--- src/rtl/jt89_writer.sv ---
// jt89_writer: queues register-level PSG commands and serialises them into SN76489 latch/data bytes.
// Optional macro JT89_SKIP_EN adds register shadows that drop redundant volume and data writes.
module jt89_writer #(
    parameter int FIFO_AW = 2,
    parameter int WR_LOW  = 2,
    parameter int WR_HIGH = 2
) (
    input  logic               clk,
    input  logic               rst,
    input  logic               cmd_valid,
    output logic               cmd_ready,
    input  logic [2:0]         cmd_reg,
    input  logic [9:0]         cmd_data,
    input  logic               psg_ready,
    output logic               wr_n,
    output logic [7:0]         dout,
    output logic               busy,
    output logic [FIFO_AW:0]   level,
    output logic               skipped
);
    localparam int DEPTH = 1 << FIFO_AW;
    localparam int CMAX  = (WR_LOW > WR_HIGH) ? WR_LOW : WR_HIGH;
    localparam int CW    = (CMAX > 1) ? $clog2(CMAX) : 1;
    localparam logic [FIFO_AW:0] FULL     = (FIFO_AW+1)'(DEPTH);
    localparam logic [CW-1:0]    LOW_END  = CW'(WR_LOW - 1);
    localparam logic [CW-1:0]    HIGH_END = CW'(WR_HIGH - 1);

    typedef enum logic [2:0] {IDLE, LOW1, HIGH1, LOW2, HIGH2} state_t;

    state_t state, nxt;

    logic [12:0]        mem [DEPTH];
    logic [FIFO_AW-1:0] wr_ptr, rd_ptr;
    logic               push, pop;

    logic [2:0]    head_reg;
    logic [9:0]    head_data;
    logic          head_vol, head_noise, head_tone;
    logic [7:0]    latch_byte;
    logic          drop_vol, tone_same;

    logic [CW-1:0] cnt;
    logic          need_data;
    logic [5:0]    data_hi;
    logic          start, take;
    logic          ld_latch, ld_data, rise, cnt_clr, cnt_inc, skip_p;

    assign cmd_ready = (level != FULL);
    assign push      = cmd_valid && cmd_ready;
    assign busy      = (level != '0) || (state != IDLE);

    always_ff @(posedge clk) begin
        if (push)
            mem[wr_ptr] <= {cmd_reg, cmd_data};
    end

    always_ff @(posedge clk) begin
        if (rst) begin
            wr_ptr <= '0;
            rd_ptr <= '0;
            level  <= '0;
        end else begin
            if (push) wr_ptr <= wr_ptr + 1'b1;
            if (pop)  rd_ptr <= rd_ptr + 1'b1;
            case ({push, pop})
                2'b10:   level <= level + 1'b1;
                2'b01:   level <= level - 1'b1;
                default: ;
            endcase
        end
    end

    assign {head_reg, head_data} = mem[rd_ptr];
    assign head_vol   = head_reg[0];
    assign head_noise = (head_reg == 3'b110);
    assign head_tone  = !head_vol && !head_noise;
    assign latch_byte = {1'b1, head_reg, head_noise ? {1'b0, head_data[2:0]} : head_data[3:0]};

`ifdef JT89_SKIP_EN
    logic [9:0] shadow [8];

    assign drop_vol  = head_vol  && (shadow[head_reg][3:0] == head_data[3:0]);
    assign tone_same = head_tone && (shadow[head_reg][9:4] == head_data[9:4]);

    // Shadows mirror the chip's registers as of the last pop, dropped writes included.
    always_ff @(posedge clk) begin
        if (rst) begin
            for (int i = 0; i < 8; i++)
                shadow[i] <= (i % 2 == 1) ? 10'h00F : ((i == 6) ? 10'h004 : 10'h000);
        end else if (pop) begin
            shadow[head_reg] <= head_data;
        end
    end
`else
    assign drop_vol  = 1'b0;
    assign tone_same = 1'b0;
`endif

    always_ff @(posedge clk) begin
        if (rst) state <= IDLE;
        else     state <= nxt;
    end

    // The final HIGH cycle of a sequence can launch the next command directly,
    // so back-to-back bytes are separated by exactly WR_HIGH high cycles.
    always_comb begin
        nxt      = state;
        pop      = 1'b0;
        ld_latch = 1'b0;
        ld_data  = 1'b0;
        rise     = 1'b0;
        cnt_clr  = 1'b0;
        cnt_inc  = 1'b0;
        skip_p   = 1'b0;
        take     = 1'b0;
        start    = (level != '0) && psg_ready;
        case (state)
            IDLE: take = 1'b1;
            LOW1, LOW2: begin
                if (cnt == LOW_END) begin
                    rise    = 1'b1;
                    cnt_clr = 1'b1;
                    nxt     = (state == LOW1) ? HIGH1 : HIGH2;
                end else begin
                    cnt_inc = 1'b1;
                end
            end
            HIGH1: begin
                if (cnt != HIGH_END) begin
                    cnt_inc = 1'b1;
                end else if (need_data) begin
                    if (psg_ready) begin
                        ld_data = 1'b1;
                        cnt_clr = 1'b1;
                        nxt     = LOW2;
                    end
                end else begin
                    take = 1'b1;
                end
            end
            HIGH2: begin
                if (cnt != HIGH_END) cnt_inc = 1'b1;
                else                 take    = 1'b1;
            end
            default: nxt = IDLE;
        endcase
        if (take) begin
            nxt = IDLE;
            if (start) begin
                pop = 1'b1;
                if (drop_vol) begin
                    skip_p = 1'b1;
                end else begin
                    ld_latch = 1'b1;
                    cnt_clr  = 1'b1;
                    nxt      = LOW1;
                end
            end
        end
    end

    always_ff @(posedge clk) begin
        if (rst) begin
            wr_n      <= 1'b1;
            dout      <= 8'h00;
            cnt       <= '0;
            need_data <= 1'b0;
            data_hi   <= '0;
            skipped   <= 1'b0;
        end else begin
            skipped <= skip_p;
            if (cnt_clr)      cnt <= '0;
            else if (cnt_inc) cnt <= cnt + 1'b1;
            if (ld_latch) begin
                dout      <= latch_byte;
                wr_n      <= 1'b0;
                need_data <= head_tone && !tone_same;
                data_hi   <= head_data[9:4];
            end else if (ld_data) begin
                dout <= {2'b00, data_hi};
                wr_n <= 1'b0;
            end else if (rise) begin
                wr_n <= 1'b1;
            end
        end
    end
endmodule

--- config.mk ---
export PLATFORM = sky130hd
export DESIGN_NAME = jt89_writer
export DESIGN_NICKNAME = d
export VERILOG_FILES = /design/src/rtl/jt89_writer.sv
export SDC_FILE = /design/constraint.sdc
export NUM_CORES = 1
export LEC_CHECK = 0
export CAP_MARGIN = 0
export CORE_ASPECT_RATIO = 1.2
export CORE_MARGIN = 2
export CORE_UTILIZATION = 56
export DETAILED_ROUTE_END_ITERATION = 10
export PLACE_DENSITY_LB_ADDON = 0.12
export SYNTH_ARGS = -nofsm -noshare
export SYNTH_HDL_FRONTEND = slang
export SYNTH_SLANG_ARGS = --single-unit
--- constraint.sdc ---
create_clock -name clk -period 3.1 [get_ports clk]
set_input_delay 0.62 -clock clk [delete_from_list [all_inputs] [get_ports clk]]
set_output_delay 0.62 -clock clk [all_outputs]
set_load 0.01 [all_outputs]
Word level (Yosys, flattened, before mapping)
Memories as Yosys holds them, arrays and structs flattened. A register that Yosys moved wholly into a read port is not among the register bits.
Index checks and enable logic that the tools add are counted.
- bits in registers: 27
- bits in writable memories: 52
- input port bits: 17
- memories kept: 1
- memory list (memory ; depth ; bits a word ; read ports ; clocked after memory_dff ; write ports ; RTL line ; source):
    mem ; 4 ; 13 ; 1 ; 1 ; 1 ; 32 ; logic [12:0] mem [DEPTH];
- add/subtract/negate cells: 5
- equal/unequal tests: 13
- mux-type cells: 35
- reductions and logical operators: 17
- operators by type and width (kind ; number):
    $mux W1 ; 20
    $mux W3 ; 6
    $mux W8 ; 2
    $ne A3 B3 Y1 const B ; 5
    $pmux W3 S3 ; 1
    $reduce_bool A3 Y1 ; 3
    $eq A3 B2 Y1 const B ; 2
    $eq A3 B3 Y1 const B ; 2
    $pmux W3 S2 ; 1
    $reduce_or A2 Y1 ; 3
    $reduce_and A5 Y1 ; 1
    $add A2 B1 Y2 const B ; 2
    $mux W2 ; 2
    $mux W4 ; 1
    $reduce_bool A2 Y1 ; 2
    $reduce_or A4 Y1 ; 1
    $add A3 B1 Y3 const B ; 1
    $eq A3 B1 Y1 const B ; 1
    $logic_and A1 B1 Y1 ; 3
    $logic_not A3 Y1 ; 1
    $pmux W1 S3 ; 1
    $sub A3 B1 Y3 const B ; 1
    $eq A2 B1 Y1 const B ; 1
    $eq A2 B2 Y1 const B ; 1
    other kinds (5) ; 6

Logic depth before layout (Yosys ltp)
Gate-level depths: netlist of run 1.
- word-level depth: 7
- gate-level depth with buffers: 11
- depth with buffers taken out: 10

Least setup slack after synthesis of run 1
No wires, ideal clock.
- kind: input-to-reg
- start point: input psg_ready
- end point: register level[2]
- library setup time: 0.070 ns
- arrival: 2.293 ns
- data required time: 3.030 ns
- slack: 0.737 ns
- cell stages on the path: 10
- path buffers: 0
- cell sequence: inv_1 -> nor3_4 -> nand2_1 -> inv_1 -> ha_1 -> inv_1 -> fa_1 -> xor2_1 -> or3_1 -> a21oi_1
- longest elaborated chain between the ends: 5
- elaborated cells on any way between the ends: 7
- those cells by class: 2 x eq/ne; 3 x mux; 2 x reduce/logical
- RTL lines (item ; RTL line ; source):
    start: declaration ; 14 ; input logic psg_ready,
    $logic_and A1 B1 Y1 (*) ; 116 ; start = (level != '0) && psg_ready;
    $mux W1 (*) (2 in a row) ; -- ;
    net ld_latch ; 46 ; logic ld_latch, ld_data, rise, cnt_clr, cnt_inc, skip_p;
    $eq A2 B1 Y1 or $eq A2 B2 Y1 (tied branches) ; 65 ; case ({push, pop})
    $pmux W3 S2 or $reduce_bool A2 Y1 (tied branches) ; -- ;
    end signal: assignment ; 66 ; 2'b10: level <= level + 1'b1;
    end signal: assignment ; 67 ; 2'b01: level <= level - 1'b1;
    end: declaration ; 18 ; output logic [FIFO_AW:0] level,
Mark *: on every way through the listed nets, which the timed path passes. The rest lies on a longest branch.
A chain may end at the register's enable or synchronous reset.

Worst setup path after layout of run 1
Ends and elaborated chain as after synthesis.

==> results of run 1 <==
power by group through the flow:
stage | Clock, mW | Sequential [mW] | Combinational [mW]
finish | 0.807 | 1.49 | 0.941
global route | 0.870 | 1.51 | 1.04
CTS | 0.820 | 1.49 | 0.955
detailed placement | 0 | 1.52 | 0.945
global placement | 0 | 1.51 | 0.940
floorplan | 0 | 1.48 | 0.658
sequential cells by signal, summed over array words and instances, names as in the netlist, named ones only:
name	cells
rd_ptr	2
cnt	1
wr_ptr	2
mem	52
data_hi	6
need_data	1
state	3
dout	8
level	3
wr_n	1
per-layer routing:
metal	up-vias	routed length, um
met5	-	0
met4	0	164
met3	12	169
met2	34	2850
met1	967	2500
li1	977	-
worst max-delay path, stage by stage:
cell and delay, ns:
clkdlybuf4s50_1 0.48, inv_1 0.08, nor3_4 0.17, nand2_1 0.13, inv_1 0.08, ha_1 0.17, inv_1 0.06, fa_1 0.37
xor2_1 0.16, or3_1 0.31, a21oi_1 0.13
cells by family after synthesis:
| group | synth area share [%] |
|---|---|
| simple gates | 9.25 |
| xor+xnor | 1.28 |
| compound gates | 9.80 |
| mux | 9.84 |
| buf+inv | 4.72 |
| flops | 62.6 |
| other cells | 0.110 |
| fa+ha+maj | 2.41 |
area by class of cell:
class | count | area share (%)
clock buffers | 9 | 3.12
clock inverters | 6 | 2.11
inverters | 16 | 1.51
multi-input cells | 129 | 28.2
flip-flops and latches | 81 | 54.0
well taps | 82 | 2.59
repair buffers | 35 | 8.51
per-stage QoR:
stage,hold slack (ns),setup WS (ns),util [%],area (um2),cells
after floorplan,0.450,0.737,-,3420,240
after global placement,0.452,0.304,63.0,3760,343
after detailed placement,0.456,0.294,63.0,3760,343
after CTS,0.476,0.625,66.4,3970,358
after global routing,0.503,0.521,66.4,3970,358
final,0.470,0.627,66.4,3970,358
synthesized netlist by cell type (2+ instances only):
library cell | n | area share (%)
o22ai_1 | 4 | 0.73
buf_4 | 4 | 0.88
o21bai_1 | 2 | 0.44
dfxtp_1 | 29 | 17
nor4_1 | 2 | 0.37
nor2_1 | 9 | 0.99
nand3b_1 | 2 | 0.44
edfxtp_1 | 52 | 46
nor3_1 | 3 | 0.44
buf_1 | 2 | 0.22
nand2_1 | 6 | 0.66
buf_6 | 4 | 1.3
and3_1 | 4 | 0.73
buf_2 | 3 | 0.44
ha_1 | 5 | 1.8
inv_1 | 15 | 1.6
mux4_1 | 9 | 6.9
a221oi_1 | 4 | 1.0
xor2_1 | 2 | 0.51
mux4_2 | 4 | 2.6
a21oi_1 | 18 | 2.6
o21ai_0 | 10 | 1.5
nand3_1 | 13 | 1.9
o21ai_1 | 3 | 0.44
xnor2_1 | 3 | 0.77
final timing paths:
kind | start | to | cells past startpoint
setup / recovery | psg_ready | level[2]$_SDFFE_PP0P_ | 11
hold / removal | dout[7]$_SDFFE_PP0N_ | dout[7]$_SDFFE_PP0N_ | 2
setup reg to reg | level[2]$_SDFFE_PP0P_ | level[2]$_SDFFE_PP0P_ | 9
hold reg to reg | dout[7]$_SDFFE_PP0N_ | dout[7]$_SDFFE_PP0N_ | 2
==> impl_metrics.tcl, run 1 <==
set metrics [dict create \
    grt_pass1_vias 1853 \
    post_cts.repair.setup_buffers 0 \
    grt-ovfl-total 0 \
    io_pins 32 \
    track_usage_pct 18.7 \
    peakVddDrop_v 0.000449 \
    worst_ep_arrival_time_ns 2.76 \
    cts.sinks 81 \
    tightestPinTransition_ns 0.738 \
    core_area_mm2 0.00597 \
    first_iter_violations 128 \
    gp_congestion 0.706 \
    layout_common_cells "edfxtp_1 (52), clkdlybuf4s50_1 (30), dfxtp_1 (29)" \
    fmax_ghz 0.404 \
    nets 295 \
    clkPwrFrac_pct 25.0 \
    critPathCaptureType "register" \
    cts_tree "built" \
    synth_area_mm2 0.00342 \
    gr-usage-met3_pct 6.03 \
    seqPwrFrac_pct 45.9 \
    synth_edf_count 52 \
    p_int_mw 2.26 \
    dieWidth_um 75.4 \
    vias 1990 \
    clock-skew-final_ns 0.00797 \
    drc 0 \
    async_flop_share_pct 0 \
    finalPower_mw 3.23 \
    clock-root-buffer "clkbuf_8" \
    post-route-period-util_pct 79.8 \
    synth_seq_area_share_pct 62.6 \
    power_frac_comb_pct 29.1 \
    leakage_nw 1.34 \
    busiest_layer "met2" \
    dieHeight_um 89.6 \
    worst_ep_required_time_ns 3.39 \
    final_common_cell "edfxtp_1" \
    syn2layout_area_growth_pct 16.0 \
    worst_skew_pair.late_latency_ns 0.35 \
    yosysWarnings 0 \
    fp-row-count 31 \
    cts_max_level 3 \
    fin_tns_setup_ns 0 \
    powerDensity_mw_per_mm2 815 \
    register_area_mm2 0.00214 \
    drv_slew 0 \
    holdCritPathClass "register to register" \
    hold_viol_final 0 \
    cts-hold-fix-buffers 0 \
    postCtsResizedCells 0 \
    p_sw_mw 0.970 \
    syn-num-nets 263 \
    cts.clk_slew.worst_paths_ns 0.08 \
    avgSynthCellArea_um2 14.3 \
    diodes 0 \
    finalWirelength_um 5680 \
    die-area_mm2 0.00675 \
    synthCells 240 \
    numCtsBuffers 9 \
    antenna_found_initial 0 \
    first_pass_iters 4 \
    clockBufferDepth 2 \
    multiInputGateArea_mm2 0.00112 \
    fin_crit_ns 2.47 \
    maxCapViolations 0 \
    crit_path_start_kind "primary input" \
    relSlewSlack_pct 50.8 \
    viasPerCell 5.56 \
    r2r_setup_slack_ns 0.69 \
    critPathKind "primary input to register" \
    setup_viol 0 \
    nFillCells 483 \
    initial_utilization_pct 57.3 \
    ys_ff_latch 81 \
    io_buffers 30 \
    routedWlPerCell_um 15.9 \
    grt_use_met2_pct 29.5 \
    crit_path_max_fanout 4 \
    rsz0062_at_grt "no" \
    synth_ff_type "edfxtp_1" \
    ant_nets 0 \
    grt_pass1_wl_um 8970 \
    drive_gt1_share_pct 12.0 \
    grt_start_max_net_pins 28 \
    ys_types 53 \
    dp_hpwl_um 3720 \
    switching_share_pct 30.0 \
    grtUsageMet1_pct 23.1 \
    status "finished clean" \
]
Note: power is estimated with default switching activity, not from simulation.
==> inputs of run 2 (changes only) <==
--- a/config.mk
+++ b/config.mk
@@ -8,7 +8,7 @@
 export CAP_MARGIN = 0
 export CORE_ASPECT_RATIO = 1.2
 export CORE_MARGIN = 2
-export CORE_UTILIZATION = 56
+export CORE_UTILIZATION = 51
 export DETAILED_ROUTE_END_ITERATION = 10
 export PLACE_DENSITY_LB_ADDON = 0.12
 export SYNTH_ARGS = -nofsm -noshare
==> constraint.sdc (replaced) <==
create_clock -name clk -period 2.2 [get_ports clk]
set_input_delay 0.44 -clock clk [delete_from_list [all_inputs] [get_ports clk]]
set_output_delay 0.44 -clock clk [all_outputs]
set_load 0.01 [all_outputs]
==> run 2 against run 1 <==
Against the previous run:
- setup slack got worse by 0.57 ns
- register-to-register slack got worse by 0.60 ns
- count of clock-buffer cells in the layout unchanged
- final cell count increased by 7.0%
- combinational power increased by 67%
- total power increased by 42%
- global-route usage decreased by 0.97 points
- via count increased by 3.6%
- critical path type is now register to output pin
- highest routed layer unchanged
==> impl_metrics.tcl, run 2 (same netlist as run 1, synthesis figures left out) <==
set metrics [dict create \
    ant_nets 0 \
    critPathKind "register to output pin" \
    io_buffers 30 \
    first_iter_violations 130 \
    viasPerCell 5.38 \
    cts_max_level 3 \
    post_cts.repair.setup_buffers 0 \
    maxCapViolations 0 \
    vias 2061 \
    drive_gt1_share_pct 22.5 \
    multiInputGateArea_mm2 0.00114 \
    first_pass_iters 7 \
    register_area_mm2 0.00215 \
    cts.clk_slew.worst_paths_ns 0.09 \
    core_area_mm2 0.00645 \
    syn2layout_area_growth_pct 21.2 \
    drv_slew 0 \
    final_common_cell "edfxtp_1" \
    finalWirelength_um 5940 \
    placed_area_mm2 0.00394 \
    dp_hpwl_um 4040 \
    status "finished clean" \
    grt_start_max_net_pins 24 \
    dieWidth_um 78.8 \
    hold_viol_final 0 \
    tightestPinTransition_ns 0.762 \
    largest-register "mem" \
    grt_pass1_vias 2021 \
    crit_path_start_kind "register" \
    crit_path_max_fanout 5 \
    clock-skew-final_ns 0.00740 \
    fmax_ghz 0.466 \
    holdCritPathClass "register to register" \
    die-area_mm2 0.00738 \
    fin_crit_ns 2.15 \
    routedWlPerCell_um 15.5 \
    gp_congestion 0.705 \
    rsz0062_at_grt "yes" \
    critPathCaptureType "output pin" \
    antenna_found_initial 0 \
    nFillCells 503 \
    top_regs "mem x52, dout x8, data_hi x6" \
    largest_reg_flops 52 \
    worst_ep_required_time_ns 1.76 \
    track_usage_pct 17.7 \
    leakage_nw 1.46 \
    post-route-period-util_pct 97.5 \
    worst_skew_pair.late_latency_ns 0.35 \
    io_pins 32 \
    relSlewSlack_pct 49.2 \
    grt_pass1_wl_um 9650 \
    drc 0 \
    fin_util_pct 64.3 \
    setup_viol 0 \
    fp-row-count 32 \
    design_area_mm2 0.00415 \
    peakVddDrop_v 0.000543 \
    initial_utilization_pct 53.1 \
    worst_ep_arrival_time_ns 1.71 \
    dieHeight_um 93.7 \
    grt-ovfl-total 0 \
    clock-root-buffer "clkbuf_8" \
    diodes 0 \
    layout_common_cells "edfxtp_1 (52), clkdlybuf4s50_1 (28), dfxtp_1 (26), buf_4 (26), a21oi_1 (18)" \
    numCtsBuffers 9 \
    powerDensity_mw_per_mm2 1110 \
    nets 316 \
    cts.sinks 81 \
    clockBufferDepth 2 \
    cts_tree "built" \
]
## run 2: cell types whose count changed in the layout (fill, tap and decap cells not counted), sizes merged
cell and change:
buf +21, bufinv -2, clkdlybuf4s50 -2, clkinv +1
clkinvlp +1, dlymetal6s2s +2, inv +1
## run 2: report_power, final
group | internal [mW] | total, mW | switching, mW
Clock | 0.428 | 0.995 | 0.567
Combinational | 0.804 | 1.57 | 0.768
Sequential | 1.89 | 2.03 | 0.132
## run 2: metrics by stage
| stage | power (mW) | hold slack (ns) | setup TNS, ns | setup slack (ns) | std cells |
|---|---|---|---|---|---|
| floorplan | 3.04 | 0.450 | 0 | 0.00201 | 240 |
| finish | 4.59 | 0.458 | 0 | 0.0543 | 383 |
| detailed placement | 3.63 | 0.448 | -0.479 | -0.373 | 367 |
| global placement | 3.61 | 0.444 | -0.446 | -0.341 | 367 |
| global route | 4.89 | 0.475 | -0.00659 | -0.00659 | 383 |
| CTS | 4.65 | 0.461 | 0 | 0.00491 | 383 |
## run 2: per-layer routing
layer	part of all wire, %	wire, um	global-route usage [%]
met1	45	2660	22.2
met2	50	2960	29.3
met3	3.7	220	3.94
met4	1.8	105	8.33
met5	0	0	0
## run 2: critical path, stage by stage, from the launching register on
cell and delay (ns):
dfxtp_4 0.35, or3b_4 0.38, buf_4 0.16, clkdlybuf4s50_1 0.47
## run 2: cell type report
type	instances	area share [%]
repair buffers	56	12.1
well taps	85	2.56
inverters	16	1.45
clock buffers	9	2.99
clock inverters	7	1.60
flip-flops and latches	81	51.8
multi-input cells	129	27.5
## run 2: worst paths after layout
path	endpoint	from	slack (ns)	cells past startpoint
worst min-delay path	dout[7]$_SDFFE_PP0N_	dout[7]$_SDFFE_PP0N_	0.46	2
worst min register to register	dout[7]$_SDFFE_PP0N_	dout[7]$_SDFFE_PP0N_	0.46	2
worst max register to register	level[2]$_SDFFE_PP0P_	level[2]$_SDFFE_PP0P_	0.09	9
worst max-delay path	cmd_ready	level[2]$_SDFFE_PP0P_	0.05	3
## run 2: what timing repair did
action                                  CTS  global route
hold buffers                              0             0
resized for setup                         3             4
pin swaps                                 0             3
endpoints found under the setup margin    2             2
hold endpoints to repair                  0             0
==> inputs of run 3 (changes only) <==
--- a/config.mk
+++ b/config.mk
@@ -9,6 +9,7 @@
 export CORE_ASPECT_RATIO = 1.2
 export CORE_MARGIN = 2
 export CORE_UTILIZATION = 51
+export CTS_CLUSTER_SIZE = 14
 export DETAILED_ROUTE_END_ITERATION = 10
 export PLACE_DENSITY_LB_ADDON = 0.12
 export SYNTH_ARGS = -nofsm -noshare
==> results of run 3 <==
Same layout as run 2: the final DEF is identical, and so are final timing and power.
